--- config.mk ---
export PLATFORM = sky130hd
export DESIGN_NAME = multicycle_ctrl_flat
export DESIGN_NICKNAME = d
export VERILOG_FILES = /design/src/rtl/multicycle_ctrl_pkg.sv /design/src/rtl/multicycle_ctrl_if.sv /design/src/rtl/multicycle_ctrl_alu_op_dec.sv /design/src/rtl/multicycle_ctrl.sv /design/src/flat_wrapper.sv
export SDC_FILE = /design/constraint.sdc
export NUM_CORES = 1
export LEC_CHECK = 0
export BUFFER_PORTS_ARGS = -buffer_cell sky130_fd_sc_hd__buf_2
export CORE_MARGIN = 5
export CORE_UTILIZATION = 43
export CTS_CLUSTER_SIZE = 30
export DETAILED_ROUTE_END_ITERATION = 12
export PLACE_DENSITY = 0.8
export SLEW_MARGIN = 20
export SYNTH_ARGS = -nofsm -noshare
export SYNTH_HDL_FRONTEND = slang
export SYNTH_SLANG_ARGS = --single-unit
export TNS_END_PERCENT = 1
--- constraint.sdc ---
create_clock -name clk -period 1.7 [get_ports clk]
set_input_delay 0.255 -clock clk [delete_from_list [all_inputs] [get_ports clk]]
set_output_delay 0.255 -clock clk [all_outputs]
set_load 0.005 [all_outputs]
--- src/rtl/multicycle_ctrl_pkg.sv ---
// Shared definitions for the multi-cycle RV32I controller: opcodes, FSM states,
// ALU op classes and datapath mux-select codes.
package riscv_pkg;

    localparam logic [6:0] OP_LW  = 7'b0000011;
    localparam logic [6:0] OP_SW  = 7'b0100011;
    localparam logic [6:0] OP_R   = 7'b0110011;
    localparam logic [6:0] OP_I   = 7'b0010011;
    localparam logic [6:0] OP_JAL = 7'b1101111;
    localparam logic [6:0] OP_BEQ = 7'b1100011;

    typedef enum logic [3:0] {
        FETCH    = 4'd0,
        DECODE   = 4'd1,
        MEMADR   = 4'd2,
        MEMREAD  = 4'd3,
        MEMWB    = 4'd4,
        MEMWRITE = 4'd5,
        EXECR    = 4'd6,
        EXECI    = 4'd7,
        ALUWB    = 4'd8,
        JAL      = 4'd9,
        BEQ      = 4'd10
    } state_t;

    typedef enum logic [1:0] {
        ALUOP_ADD  = 2'b00,
        ALUOP_SUB  = 2'b01,
        ALUOP_FUNC = 2'b10
    } aluop_t;

    localparam logic [2:0] ALU_ADD = 3'b000;
    localparam logic [2:0] ALU_SUB = 3'b001;
    localparam logic [2:0] ALU_AND = 3'b010;
    localparam logic [2:0] ALU_OR  = 3'b011;
    localparam logic [2:0] ALU_SLT = 3'b101;

    localparam logic [1:0] SRC_A_PC    = 2'b00;
    localparam logic [1:0] SRC_A_OLDPC = 2'b01;
    localparam logic [1:0] SRC_A_RS1   = 2'b10;

    localparam logic [1:0] SRC_B_RS2  = 2'b00;
    localparam logic [1:0] SRC_B_IMM  = 2'b01;
    localparam logic [1:0] SRC_B_FOUR = 2'b10;

    localparam logic [1:0] RES_ALUOUT = 2'b00;
    localparam logic [1:0] RES_MEM    = 2'b01;
    localparam logic [1:0] RES_ALU    = 2'b10;

    localparam logic [1:0] IMM_I = 2'b00;
    localparam logic [1:0] IMM_S = 2'b01;
    localparam logic [1:0] IMM_B = 2'b10;
    localparam logic [1:0] IMM_J = 2'b11;

    // R-type has no immediate; it falls back to the I format like any other opcode.
    function automatic logic [1:0] imm_src_of(input logic [6:0] opcode);
        case (opcode)
            OP_SW:   return IMM_S;
            OP_BEQ:  return IMM_B;
            OP_JAL:  return IMM_J;
            default: return IMM_I;
        endcase
    endfunction

    function automatic logic is_supported(input logic [6:0] opcode);
        case (opcode)
            OP_LW, OP_SW, OP_R, OP_I, OP_JAL, OP_BEQ: return 1'b1;
            default:                                  return 1'b0;
        endcase
    endfunction

endpackage

--- src/rtl/multicycle_ctrl_if.sv ---
// Controller <-> datapath bundle: instruction fields and status in, selects and enables out.
interface multicycle_ctrl_if;

    logic [6:0] opcode;
    logic [2:0] fun3;
    logic       fun7;
    logic       zero;
    logic       mem_ready;

    logic       pc_write;
    logic       ir_write;
    logic       adr_src;
    logic       mem_write;
    logic       reg_write;
    logic [1:0] result_src;
    logic [1:0] alu_src_a;
    logic [1:0] alu_src_b;
    logic [1:0] imm_src;
    logic [2:0] alu_control;
    logic       instr_done;
    logic       illegal;

    modport master (
        input  opcode, fun3, fun7, zero, mem_ready,
        output pc_write, ir_write, adr_src, mem_write, reg_write,
               result_src, alu_src_a, alu_src_b, imm_src, alu_control,
               instr_done, illegal
    );

    modport slave (
        output opcode, fun3, fun7, zero, mem_ready,
        input  pc_write, ir_write, adr_src, mem_write, reg_write,
               result_src, alu_src_a, alu_src_b, imm_src, alu_control,
               instr_done, illegal
    );

endinterface

--- src/rtl/multicycle_ctrl_alu_op_dec.sv ---
// Maps the FSM's ALU op class plus instruction function bits to the ALU control code.
module alu_op_dec
    import riscv_pkg::*;
(
    input  aluop_t     aluop,
    input  logic [2:0] fun3,
    input  logic       fun7,
    input  logic       op5,
    output logic [2:0] alu_control
);

    always_comb begin
        alu_control = ALU_ADD;
        case (aluop)
            ALUOP_SUB: alu_control = ALU_SUB;
            ALUOP_FUNC: begin
                case (fun3)
                    // Only R-type (op5=1) may subtract; addi with imm[10]=1 must still add.
                    3'b000:  alu_control = (op5 && fun7) ? ALU_SUB : ALU_ADD;
                    3'b010:  alu_control = ALU_SLT;
                    3'b110:  alu_control = ALU_OR;
                    3'b111:  alu_control = ALU_AND;
                    default: alu_control = ALU_ADD;
                endcase
            end
            default: alu_control = ALU_ADD;
        endcase
    end

endmodule

--- src/rtl/multicycle_ctrl.sv ---
// Multi-cycle RV32I control FSM driving a shared-ALU/shared-memory datapath.
//   state    | meaning
//   FETCH    | read instr at PC, PC+4 -> PC (waits on mem_ready)
//   DECODE   | oldPC+imm -> ALUOut, dispatch on opcode
//   MEMADR   | rs1+imm -> ALUOut
//   MEMREAD  | load from ALUOut (waits on mem_ready)
//   MEMWB    | mem data -> rd
//   MEMWRITE | store to ALUOut (waits on mem_ready)
//   EXECR    | rs1 op rs2
//   EXECI    | rs1 op imm
//   ALUWB    | ALUOut -> rd
//   JAL      | target -> PC, oldPC+4 -> ALUOut
//   BEQ      | rs1-rs2, take branch when zero
module multicycle_ctrl
    import riscv_pkg::*;
#(
    parameter bit MEM_HANDSHAKE = 1'b1
) (
    input  logic                clk,
    input  logic                rst_n,
    multicycle_ctrl_if.master   bus
);

    state_t     state;
    aluop_t     aluop;
    logic       ready;
    logic       pc_write;
    logic       ir_write;
    logic       adr_src;
    logic       mem_write;
    logic       reg_write;
    logic [1:0] result_src;
    logic [1:0] alu_src_a;
    logic [1:0] alu_src_b;
    logic       instr_done;
    logic       illegal;
    logic [2:0] alu_control;

    assign ready = MEM_HANDSHAKE ? bus.mem_ready : 1'b1;

    always_ff @(posedge clk) begin
        if (!rst_n) begin
            state <= FETCH;
        end else begin
            case (state)
                FETCH:    if (ready) state <= DECODE;
                DECODE: begin
                    case (bus.opcode)
                        OP_LW, OP_SW: state <= MEMADR;
                        OP_R:         state <= EXECR;
                        OP_I:         state <= EXECI;
                        OP_JAL:       state <= JAL;
                        OP_BEQ:       state <= BEQ;
                        default:      state <= FETCH;
                    endcase
                end
                MEMADR:   state <= bus.opcode[5] ? MEMWRITE : MEMREAD;
                MEMREAD:  if (ready) state <= MEMWB;
                MEMWB:    state <= FETCH;
                MEMWRITE: if (ready) state <= FETCH;
                EXECR:    state <= ALUWB;
                EXECI:    state <= ALUWB;
                ALUWB:    state <= FETCH;
                JAL:      state <= ALUWB;
                BEQ:      state <= FETCH;
                default:  state <= FETCH;
            endcase
        end
    end

    always_comb begin
        pc_write   = 1'b0;
        ir_write   = 1'b0;
        adr_src    = 1'b0;
        mem_write  = 1'b0;
        reg_write  = 1'b0;
        result_src = RES_ALUOUT;
        alu_src_a  = SRC_A_PC;
        alu_src_b  = SRC_B_RS2;
        aluop      = ALUOP_ADD;
        instr_done = 1'b0;
        illegal    = 1'b0;
        case (state)
            FETCH: begin
                result_src = RES_ALU;
                alu_src_b  = SRC_B_FOUR;
                pc_write   = ready;
                ir_write   = ready;
            end
            DECODE: begin
                alu_src_a = SRC_A_OLDPC;
                alu_src_b = SRC_B_IMM;
                if (!is_supported(bus.opcode)) begin
                    illegal    = 1'b1;
                    instr_done = 1'b1;
                end
            end
            MEMADR: begin
                alu_src_a = SRC_A_RS1;
                alu_src_b = SRC_B_IMM;
            end
            MEMREAD: adr_src = 1'b1;
            MEMWB: begin
                result_src = RES_MEM;
                reg_write  = 1'b1;
                instr_done = 1'b1;
            end
            // The strobe stays up through wait states; only completion waits on ready.
            MEMWRITE: begin
                adr_src    = 1'b1;
                mem_write  = 1'b1;
                instr_done = ready;
            end
            EXECR: begin
                alu_src_a = SRC_A_RS1;
                alu_src_b = SRC_B_RS2;
                aluop     = ALUOP_FUNC;
            end
            EXECI: begin
                alu_src_a = SRC_A_RS1;
                alu_src_b = SRC_B_IMM;
                aluop     = ALUOP_FUNC;
            end
            ALUWB: begin
                reg_write  = 1'b1;
                instr_done = 1'b1;
            end
            JAL: begin
                alu_src_a = SRC_A_OLDPC;
                alu_src_b = SRC_B_FOUR;
                pc_write  = 1'b1;
            end
            BEQ: begin
                alu_src_a  = SRC_A_RS1;
                alu_src_b  = SRC_B_RS2;
                aluop      = ALUOP_SUB;
                pc_write   = bus.zero;
                instr_done = 1'b1;
            end
            default: ;
        endcase
        // Reset must abort with no architectural write, whatever state we are in.
        if (!rst_n) begin
            pc_write   = 1'b0;
            ir_write   = 1'b0;
            mem_write  = 1'b0;
            reg_write  = 1'b0;
            instr_done = 1'b0;
            illegal    = 1'b0;
        end
    end

    alu_op_dec u_alu_op_dec (
        .aluop       (aluop),
        .fun3        (bus.fun3),
        .fun7        (bus.fun7),
        .op5         (bus.opcode[5]),
        .alu_control (alu_control)
    );

    assign bus.pc_write    = pc_write;
    assign bus.ir_write    = ir_write;
    assign bus.adr_src     = adr_src;
    assign bus.mem_write   = mem_write;
    assign bus.reg_write   = reg_write;
    assign bus.result_src  = result_src;
    assign bus.alu_src_a   = alu_src_a;
    assign bus.alu_src_b   = alu_src_b;
    assign bus.imm_src     = imm_src_of(bus.opcode);
    assign bus.alu_control = alu_control;
    assign bus.instr_done  = instr_done;
    assign bus.illegal     = illegal;

endmodule

--- src/flat_wrapper.sv ---
// flat-port wrapper written by rule: the top's interface ports become plain ports
module multicycle_ctrl_flat import riscv_pkg::*;
#(
    parameter bit MEM_HANDSHAKE = 1'b1
)
  (clk, rst_n, bus_opcode, bus_fun3, bus_fun7, bus_zero, bus_mem_ready, bus_pc_write, bus_ir_write, bus_adr_src, bus_mem_write, bus_reg_write, bus_result_src, bus_alu_src_a, bus_alu_src_b, bus_imm_src, bus_alu_control, bus_instr_done, bus_illegal);
  multicycle_ctrl_if bus_i ();
  input  logic clk;
  input  logic rst_n;
  input wire logic [$bits(bus_i.opcode)-1:0] bus_opcode;
  input wire logic [$bits(bus_i.fun3)-1:0] bus_fun3;
  input wire logic [$bits(bus_i.fun7)-1:0] bus_fun7;
  input wire logic [$bits(bus_i.zero)-1:0] bus_zero;
  input wire logic [$bits(bus_i.mem_ready)-1:0] bus_mem_ready;
  output wire logic [$bits(bus_i.pc_write)-1:0] bus_pc_write;
  output wire logic [$bits(bus_i.ir_write)-1:0] bus_ir_write;
  output wire logic [$bits(bus_i.adr_src)-1:0] bus_adr_src;
  output wire logic [$bits(bus_i.mem_write)-1:0] bus_mem_write;
  output wire logic [$bits(bus_i.reg_write)-1:0] bus_reg_write;
  output wire logic [$bits(bus_i.result_src)-1:0] bus_result_src;
  output wire logic [$bits(bus_i.alu_src_a)-1:0] bus_alu_src_a;
  output wire logic [$bits(bus_i.alu_src_b)-1:0] bus_alu_src_b;
  output wire logic [$bits(bus_i.imm_src)-1:0] bus_imm_src;
  output wire logic [$bits(bus_i.alu_control)-1:0] bus_alu_control;
  output wire logic [$bits(bus_i.instr_done)-1:0] bus_instr_done;
  output wire logic [$bits(bus_i.illegal)-1:0] bus_illegal;
  assign bus_i.opcode = bus_opcode;
  assign bus_i.fun3 = bus_fun3;
  assign bus_i.fun7 = bus_fun7;
  assign bus_i.zero = bus_zero;
  assign bus_i.mem_ready = bus_mem_ready;
  assign bus_pc_write = bus_i.pc_write;
  assign bus_ir_write = bus_i.ir_write;
  assign bus_adr_src = bus_i.adr_src;
  assign bus_mem_write = bus_i.mem_write;
  assign bus_reg_write = bus_i.reg_write;
  assign bus_result_src = bus_i.result_src;
  assign bus_alu_src_a = bus_i.alu_src_a;
  assign bus_alu_src_b = bus_i.alu_src_b;
  assign bus_imm_src = bus_i.imm_src;
  assign bus_alu_control = bus_i.alu_control;
  assign bus_instr_done = bus_i.instr_done;
  assign bus_illegal = bus_i.illegal;
  multicycle_ctrl #(.MEM_HANDSHAKE(MEM_HANDSHAKE)) u_core (.clk(clk), .rst_n(rst_n), .bus(bus_i));
endmodule
* Word level (Yosys, flattened, before mapping)
Index checks and enable logic that the tools add are counted.
Storage, ports and cells: register bits 4, output and inout port bits 18, word-level logic and storage cells 70
Operators by class: eq/ne operators 24, muxes and demuxes 30, reductions and logical operators 15
Operators with widths (count):
- $pmux W4 S6 | 1
- $pmux W4 S5 | 1
- $eq A4 B3 Y1 const B | 4
- $pmux W2 S2 | 4
- $mux W1 | 15
- $eq A7 B6 Y1 const B | 2
- $eq A7 B7 Y1 const B | 2
- $eq A4 B4 Y1 const B | 3
- $mux W4 | 3
- $pmux W3 S4 | 1
- $reduce_or A2 Y1 | 6
- $reduce_or A3 Y1 | 3
- $eq A4 B2 Y1 const B | 2
- $eq A7 B2 Y1 const B | 1
- $eq A7 B5 Y1 const B | 1
- $eq A3 B3 Y1 const B | 2
- $ne A2 B2 Y1 const B | 3
- $pmux W1 S3 | 2
- $pmux W2 S3 | 1
- $pmux W3 S2 | 1
- $reduce_or A6 Y1 | 1
- $eq A4 B1 Y1 const B | 1
- $logic_not A4 Y1 | 1
- $reduce_or A4 Y1 | 1
- 7 further kinds | 7

* Depth between registers and ports, before layout
Gate-level depths: netlist (run 1).
depth after elaboration 7, mapped depth 7, mapped depth without buffers 6

* Cells and area by module
Synthesis (run 1) repeated with hierarchy kept, for this count alone.
Unflattened totals: cell total of the unflattened synthesis 98, area total of the unflattened synthesis 710.7 µm²
By module, submodules not included:
- multicycle_ctrl | times used 1, cells an instance 87, area each 614.3 µm², sequential area each 80.1 µm²
- alu_op_dec | times used 1, cells an instance 11, area each 96.3 µm², sequential area each 0.0 µm²

* Least setup slack after synthesis (run 1)
Ideal clock, no wire load.
path kind register to output, start register u_core.state[1], end output bus_alu_control[2], arrival 1387 ps, data required time 1445 ps, path slack 58 ps, stages on the path, launching flop included 5, buffers on the path 1, cell sequence dfxtp_1 -> clkbuf_1 -> nand3_1 -> ha_1 -> nor4_1
On the way: word-level cells in the longest chain between the ends 5, elaborated cells between the ends (all ways) 8, classes of those cells 5 x eq/ne; 2 x mux; 1 x reduce/logical
Ends and longest elaborated chain:
- start: declaration | RTL line multicycle_ctrl.sv:24 | state_t state;
- start signal: assignment | RTL line multicycle_ctrl.sv:57 | MEMADR: state <= bus.opcode[5] ? MEMWRITE : MEMREAD;
- $eq A4 B3 Y1 | RTL line multicycle_ctrl.sv:83 | case (state)
- $reduce_or A2 Y1 (no source line)
- $pmux W2 S2 * | RTL line multicycle_ctrl.sv:83
- $eq A2 B2 Y1 or $eq A2 B1 Y1 (tied branches) | RTL line multicycle_ctrl_alu_op_dec.sv:14 | case (aluop)
- $pmux W3 S2 * | RTL line multicycle_ctrl_alu_op_dec.sv:14
- end: declaration | RTL line flat_wrapper.sv:24 | output wire logic [$bits(bus_i.alu_control)-1:0] bus_alu_control;
Every way passes the cells marked *; elsewhere a longest branch is shown, timed or not.

* Final worst setup path (run 1)
start register u_core.state[3], end output bus_alu_control[2]
Same word-level chain as after synthesis.

==> flow_metrics.tcl, run 1 <==
set metrics [dict create \
    synth.distinct_cells 34 \
    cellPowerDensity_nw_per_um2 353.8 \
    overflow 0 \
    synthToLayoutAreaGrowth_pct 74.44 \
    h-tree-depth 1 \
    dp.cells 146 \
    netSwitchingFraction 0.3647 \
    period_needed_ns 1.774 \
    antenna_found_initial 0 \
    fp.dieArea_um2 2292 \
    total_power_uw 380.7 \
    diodes 0 \
    tritoncts "done" \
    stdcell_count 154 \
    violations "negative setup slack" \
    ys_seq_elements 4 \
    gr-usage-all-layers 0.1982 \
    cts_buffer_depth 2 \
    initial_core_util 0.4625 \
    yosysTopAreaCellShare 0.1298 \
    drt_iter0_drc 33 \
    setup_viol 4 \
    seqPwrFrac 0.260 \
    pwr-share-comb 0.411 \
    reg.largest.list "u_core.state x4" \
    vdd_ir_drop_max_mv 0.2534 \
    yosys_most_used_dff "dfxtp_1" \
    synth_most_common_cell "nor2_1" \
    rsz0062_at_grt "yes" \
    nNetsFinal 158 \
    power.leakage_nw 0.4782 \
    largest_register_ffs 4 \
    chipHeight_um 47.88 \
    worst_slew_pin_slew_ns 0.3420 \
    cp-startpoint "u_core.state[3]" \
    post-dp-hpwl_um 1658 \
    viasPerCell 6.091 \
    synthArstFlopShare 0 \
    largest_register "u_core.state" \
    ys_warn_count 0 \
    numCtsBuffers 3 \
    syn_avg_cell_area_um2 6.562 \
    fill_cells 83 \
    hold_class "input pin to register" \
    path_class "register to output port" \
    wl_per_cell_um 16.97 \
    fin_ws_ns -0.07388 \
    yosys.area.top_type "dfxtp_1" \
    grt_pass1_wl_um 3160 \
    p_switching_uw 138.8 \
    status "finished, violations left" \
    drt-total-wl_um 2614 \
    drt_pass1_iterations 4 \
    skew_ns 0.005442 \
    synth_edf_count 0 \
    pwr-share-clk 0.329 \
    clk_latency_ns 0.24 \
    finalCritPeriodShare 1.043 \
    num_vias 938 \
    internal-power_uw 241.8 \
    cts-root-buf "clkbuf_4" \
    gp_congestion 0.8706 \
    grt_max_degree 11 \
    io_pins 33 \
    cp_max_fo 3 \
    synthCells 94 \
    rr_startpoint "u_core.state[2]" \
    fp-row-count 13 \
    start_kind "register" \
    min_from "bus_opcode[6]" \
    cp.arrival_ns 1.52 \
    numClockSinks 4 \
    ant_nets 0 \
    tns_ns -0.1349 \
    synth_common_cells "nor2_1, nand2_1, a21oi_1, inv_1, nor3_1" \
    maxSlewViolCount 0 \
    end_kind "output port" \
    ys_seq_area_frac 0.1298 \
    drive_gt1_frac 0.5540 \
    drc 0 \
    slew_headroom 0.7716 \
    grt_pass1_vias 795 \
    port_buffers 32 \
    drv_cap 0 \
    die_x_um 47.88 \
    syn_area_um2 616.8 \
    yosys-top-cells-area "dfxtp_1, nor2_1, a21oi_1" \
    clk_pin_slew_ns 0.04 \
    syn_nets 111 \
    fmax_mhz 563.7 \
    hold_violations 0 \
    critical_path_required_ns 1.44 \
    core_um2 1334 \
    finalHoldWorstSlack_ns 0.3599 \
]
-- metal layers --
| metal | wire length [um] | up-vias | share of wire | track usage |
|---|---|---|---|---|
| li1 | - | 434 | - | - |
| met5 | 0 | - | 0 | 0 |
| met1 | 1063 | 432 | 0.41 | 0.2215 |
| met4 | 90 | 0 | 0.034 | 0.1183 |
| met3 | 185 | 11 | 0.071 | 0.03008 |
| met2 | 1274 | 61 | 0.49 | 0.3483 |
-- cell families after synthesis --
logic type / share of synthesized area
AOI/OAI and AO/OA: 0.3103
xor gates and xnor gates: 0.02840
adders and majority gates: 0.04056
buffers and inverters: 0.07910
DFF: 0.1298
and+or+nand+nor: 0.4118
-- final timing paths --
| check | to | slack, ns | cells past startpoint |
|---|---|---|---|
| max | bus_alu_control[2] | -0.07 | 6 |
| min | u_core.state[1] | 0.36 | 4 |
| max reg2reg | u_core.state[0] | 0.14 | 5 |
| min reg2reg | u_core.state[2] | 0.67 | 3 |
-- power by group through the flow --
stage / Clock, mW / Sequential [mW] / Combinational, mW
after CTS: 0.130 / 0.0998 / 0.138
after floorplan: 0 / 0.100 / 0.0725
after global routing: 0.134 / 0.0989 / 0.168
after global placement: 0 / 0.102 / 0.132
after detailed placement: 0 / 0.102 / 0.135
final: 0.125 / 0.0989 / 0.156
-- stage by stage --
stage	utilization	cell area, um2	setup slack (ns)
2_1_floorplan	-	616.8	0.05806
3_5_place_dp	0.6332	844.6	0.07109
3_3_place_gp	0.6332	844.6	0.1289
6_report	0.8068	1076	-0.07388
5_1_grt	0.8068	1076	-0.1299
4_1_cts	0.6904	920.9	-0.05676
-- cell usage in the layout (no fill, tap or decap), drive strengths merged, types with 2 or more instances in the layout --
cell type,netlist,layout
a21oi,7,7
nor2,12,12
nand2b,4,4
nor3,6,6
nand2,9,9
nor4,3,3
o21ai,5,5
buf,3,46
nand4,2,2
nand3b,2,2
or2,2,2
clkbuf,1,3
a31oi,2,2
inv,8,8
o21bai,3,3
o2bb2ai,2,2
dfxtp,4,4
nor3b,2,2
a32oi,2,2
a21o,2,2
nand3,2,2
ha,2,2
xnor2,2,2
-- worst max-delay path, stage by stage, from the launching register on --
cell and delay, ns:
dfxtp_4 0.35, nand2b_4 0.15, nor2_4 0.15, ha_4 0.17, nand2_4 0.06, nor4_4 0.23
buf_2 0.16
-- final cells by class --
| type | instances | area (um2) | share of cell area |
|---|---|---|---|
| multi-input cells | 78 | 630.6 | 0.5860 |
| repair buffers | 46 | 281.5 | 0.2616 |
| flip-flops and latches | 4 | 92.59 | 0.08605 |
| inverters | 8 | 30.03 | 0.02791 |
| clock buffers | 3 | 22.52 | 0.02093 |
| well taps | 15 | 18.77 | 0.01744 |
-- what timing repair did --
action                                  4_1_cts  5_1_grt
hold buffers                                  0        0
pin swaps                                     1        7
endpoints found under the setup margin        7       10
setup buffers                                 0        5
resized for setup                            13       22
Power figures use the tool's default switching activity.
==> run 2: changes to the inputs <==
Settings changed: ABC_AREA set to 1, CORE_UTILIZATION 43 to 42.
==> run 2 against run 1 <==
Compared with the run above:
- the run still ends with negative setup slack left
- final area shrank 14%
- sequential share of layout area grew 0.69 points
- routed wire length shrank 28%
- combinational power shrank 17%
==> flow_metrics.tcl, run 2 <==
set metrics [dict create \
    ys_warn_count 0 \
    drt_iter0_drc 30 \
    fin_ws_ns -0.2019 \
    post-dp-hpwl_um 1429 \
    total_power_uw 341.8 \
    numClockSinks 4 \
    worstPathCellList "buf_4, nor2_4, nand2_2, ha_4, inv_4, buf_4, a21oi_2, o31ai_1, buf_2" \
    synth_common_cells "nand2_1, inv_1, nor2_1" \
    antenna_found_initial 0 \
    gp_congestion 0.8830 \
    cp.arrival_ns 1.65 \
    yosys-top-cells-area "nand2_1, dfxtp_1, inv_1" \
    path_class "register to output port" \
    layout_common_cells "buf_2, nand2_1, nor2_1" \
    clk_latency_ns 0.23 \
    grt-busiest-layer "met2" \
    overflow 0 \
    synth_edf_count 0 \
    clk_pin_slew_ns 0.04 \
    vdd_ir_drop_max_mv 0.2402 \
    diodes 0 \
    reg.largest.list "u_core.state x4" \
    ant_nets 0 \
    period_needed_ns 1.902 \
    grtUsageMet3 0.003906 \
    drv_cap 0 \
    grt_pass1_wl_um 2870 \
    syn_nets 125 \
    synth.distinct_cells 21 \
    violations "negative setup slack" \
    yosys_most_used_dff "dfxtp_1" \
    io_pins 33 \
    syn_avg_cell_area_um2 5.225 \
    cts-root-buf "clkbuf_4" \
    h-tree-depth 1 \
    fill_cells 120 \
    skew_ns 0.0003328 \
    tritoncts "done" \
    initial_core_util 0.4391 \
    num_vias 862 \
    cp_max_fo 3 \
    setup_viol 8 \
    port_buffers 32 \
    reg2reg_to "u_core.state[0]" \
    chipHeight_um 46.66 \
    drt-total-wl_um 1895 \
    yosys.area.top_type "nand2_1" \
    power.leakage_nw 0.5608 \
    reg2reg_depth 11 \
    finalCritPeriodShare 1.119 \
    fp.dieArea_um2 2177 \
    grt_max_degree 10 \
    hold_violations 0 \
    start_kind "register" \
    multi_input_area_um2 450.4 \
    synth_most_common_cell "nand2_1" \
    cp.depth 9 \
    cellPowerDensity_nw_per_um2 368.2 \
    rrSetupSlack_ns 0.13 \
    max_stage_delay_ns 0.31 \
    ys_seq_elements 4 \
    viasPerCell 5.041 \
    core_um2 1285 \
    wl_per_cell_um 11.08 \
    largest_register_ffs 4 \
    drt_pass1_iterations 4 \
    rsz0062_at_grt "yes" \
    drive_gt1_frac 0.4679 \
    nNetsFinal 175 \
    hold_class "input pin to register" \
    synthToLayoutAreaGrowth_pct 64.52 \
    status "finished, violations left" \
    crit_buf_inv 4 \
    grt_use_met1 0.2156 \
    ys_seq_area_frac 0.1419 \
    cts_buffer_depth 2 \
    end_kind "output port" \
    largest_register "u_core.state" \
    regArea_um2 86.33 \
    fmax_mhz 525.8 \
    grt_pass1_vias 759 \
    critical_path_required_ns 1.44 \
    utilization 0.7225 \
    yosysTopAreaCellShare 0.1663 \
    crit_end "bus_alu_control[0]" \
    critPathTopFamily "buffers and inverters" \
    syn_area_um2 564.3 \
    maxSlewViolCount 0 \
    synthArstFlopShare 0 \
    worst_slew_pin_slew_ns 0.2790 \
    synthCells 108 \
    die_x_um 46.66 \
    layout_commonest_cell "buf_2" \
    min_path_cells 3 \
    cp-startpoint "u_core.state[2]" \
    crit_top_cell "buf_4" \
    drc 0 \
    slew_headroom 0.8121 \
    cpMaxStageDelayCell "dfxtp_2" \
    grt.met2_usage 0.3187 \
    rr_startpoint "u_core.state[2]" \
    gr-usage-all-layers 0.1792 \
    numCtsBuffers 3 \
    fp-row-count 13 \
]
run 2: changes by cell type after synthesis, sizes merged, moves of 4 or more:
cell | before | now
inv | 8 | 23
nand2 | 9 | 27
nand2b | 4 | 0
nand3 | 2 | 7
nor2 | 12 | 23
run 2: tightest hold or removal path: cells and delay by family:
kind / cells / cell delay, ns
AO/OA/AOI/OAI: 1 / 0.07
buffers and inverters: 2 / 0.15
run 2: logic make-up (layout without fill, tap and decap cells):
kind of cell               after synthesis  count (layout)  synth area share
DFF                                      4               4            0.1419
adders and majority gates                2               2           0.04434
buffers and inverters                   24              72            0.1596
and+or+nand+nor                         63              63            0.5056
AOI/OAI and AO/OA                       15              15            0.1486
run 2: area by class of cell:
type | instances | area share
tap | 15 | 0.02022
clock buffer | 3 | 0.02426
sequential | 4 | 0.09299
inverter | 24 | 0.09973
timing repair buffer | 45 | 0.2776
multi-input combinational | 80 | 0.4852
run 2: how the worst min path moves through the flow:
stage / from / endpoint / slack, ns
final: rst_n / u_core.state[1] / 0.27
after detailed placement: rst_n / u_core.state[1] / 0.51
after CTS: rst_n / u_core.state[1] / 0.28
after global placement: rst_n / u_core.state[1] / 0.50
after floorplan: rst_n / u_core.state[1] / 0.38
after global routing: rst_n / u_core.state[1] / 0.28
run 2: per-layer routing:
metal | wire length (um) | part of all wire
met3 | 136 | 0.072
met2 | 974 | 0.51
met1 | 747 | 0.39
met5 | 0 | 0
met4 | 37 | 0.020
run 2: metrics by stage:
stage	hold slack (ns)	TNS [ns]	setup WS, ns	cell area [um2]	instances
floorplan	0.3795	0	0.1135	564.3	108
global placement	0.5009	0	0.04163	788.3	161
detailed placement	0.5123	-0.03913	-0.03913	788.3	161
CTS	0.2753	-0.8760	-0.1872	858.3	167
global route	0.2818	-1.422	-0.2802	928.4	171
finish	0.2696	-0.7962	-0.2019	928.4	171
run 2: repair_timing:
action | in CTS | in global routing
endpoints found under the setup margin | 5 | 9
hold buffers | 0 | 0
gates resized for setup | 10 | 10
pin swaps | 7 | 10
setup buffers | 3 | 4
run 2: report_power, final:
group | total [mW] | internal [mW] | switching, mW
clock | 0.115 | 0.0788 | 0.0364
sequential | 0.0980 | 0.0960 | 0.00194
combinational | 0.129 | 0.0545 | 0.0741
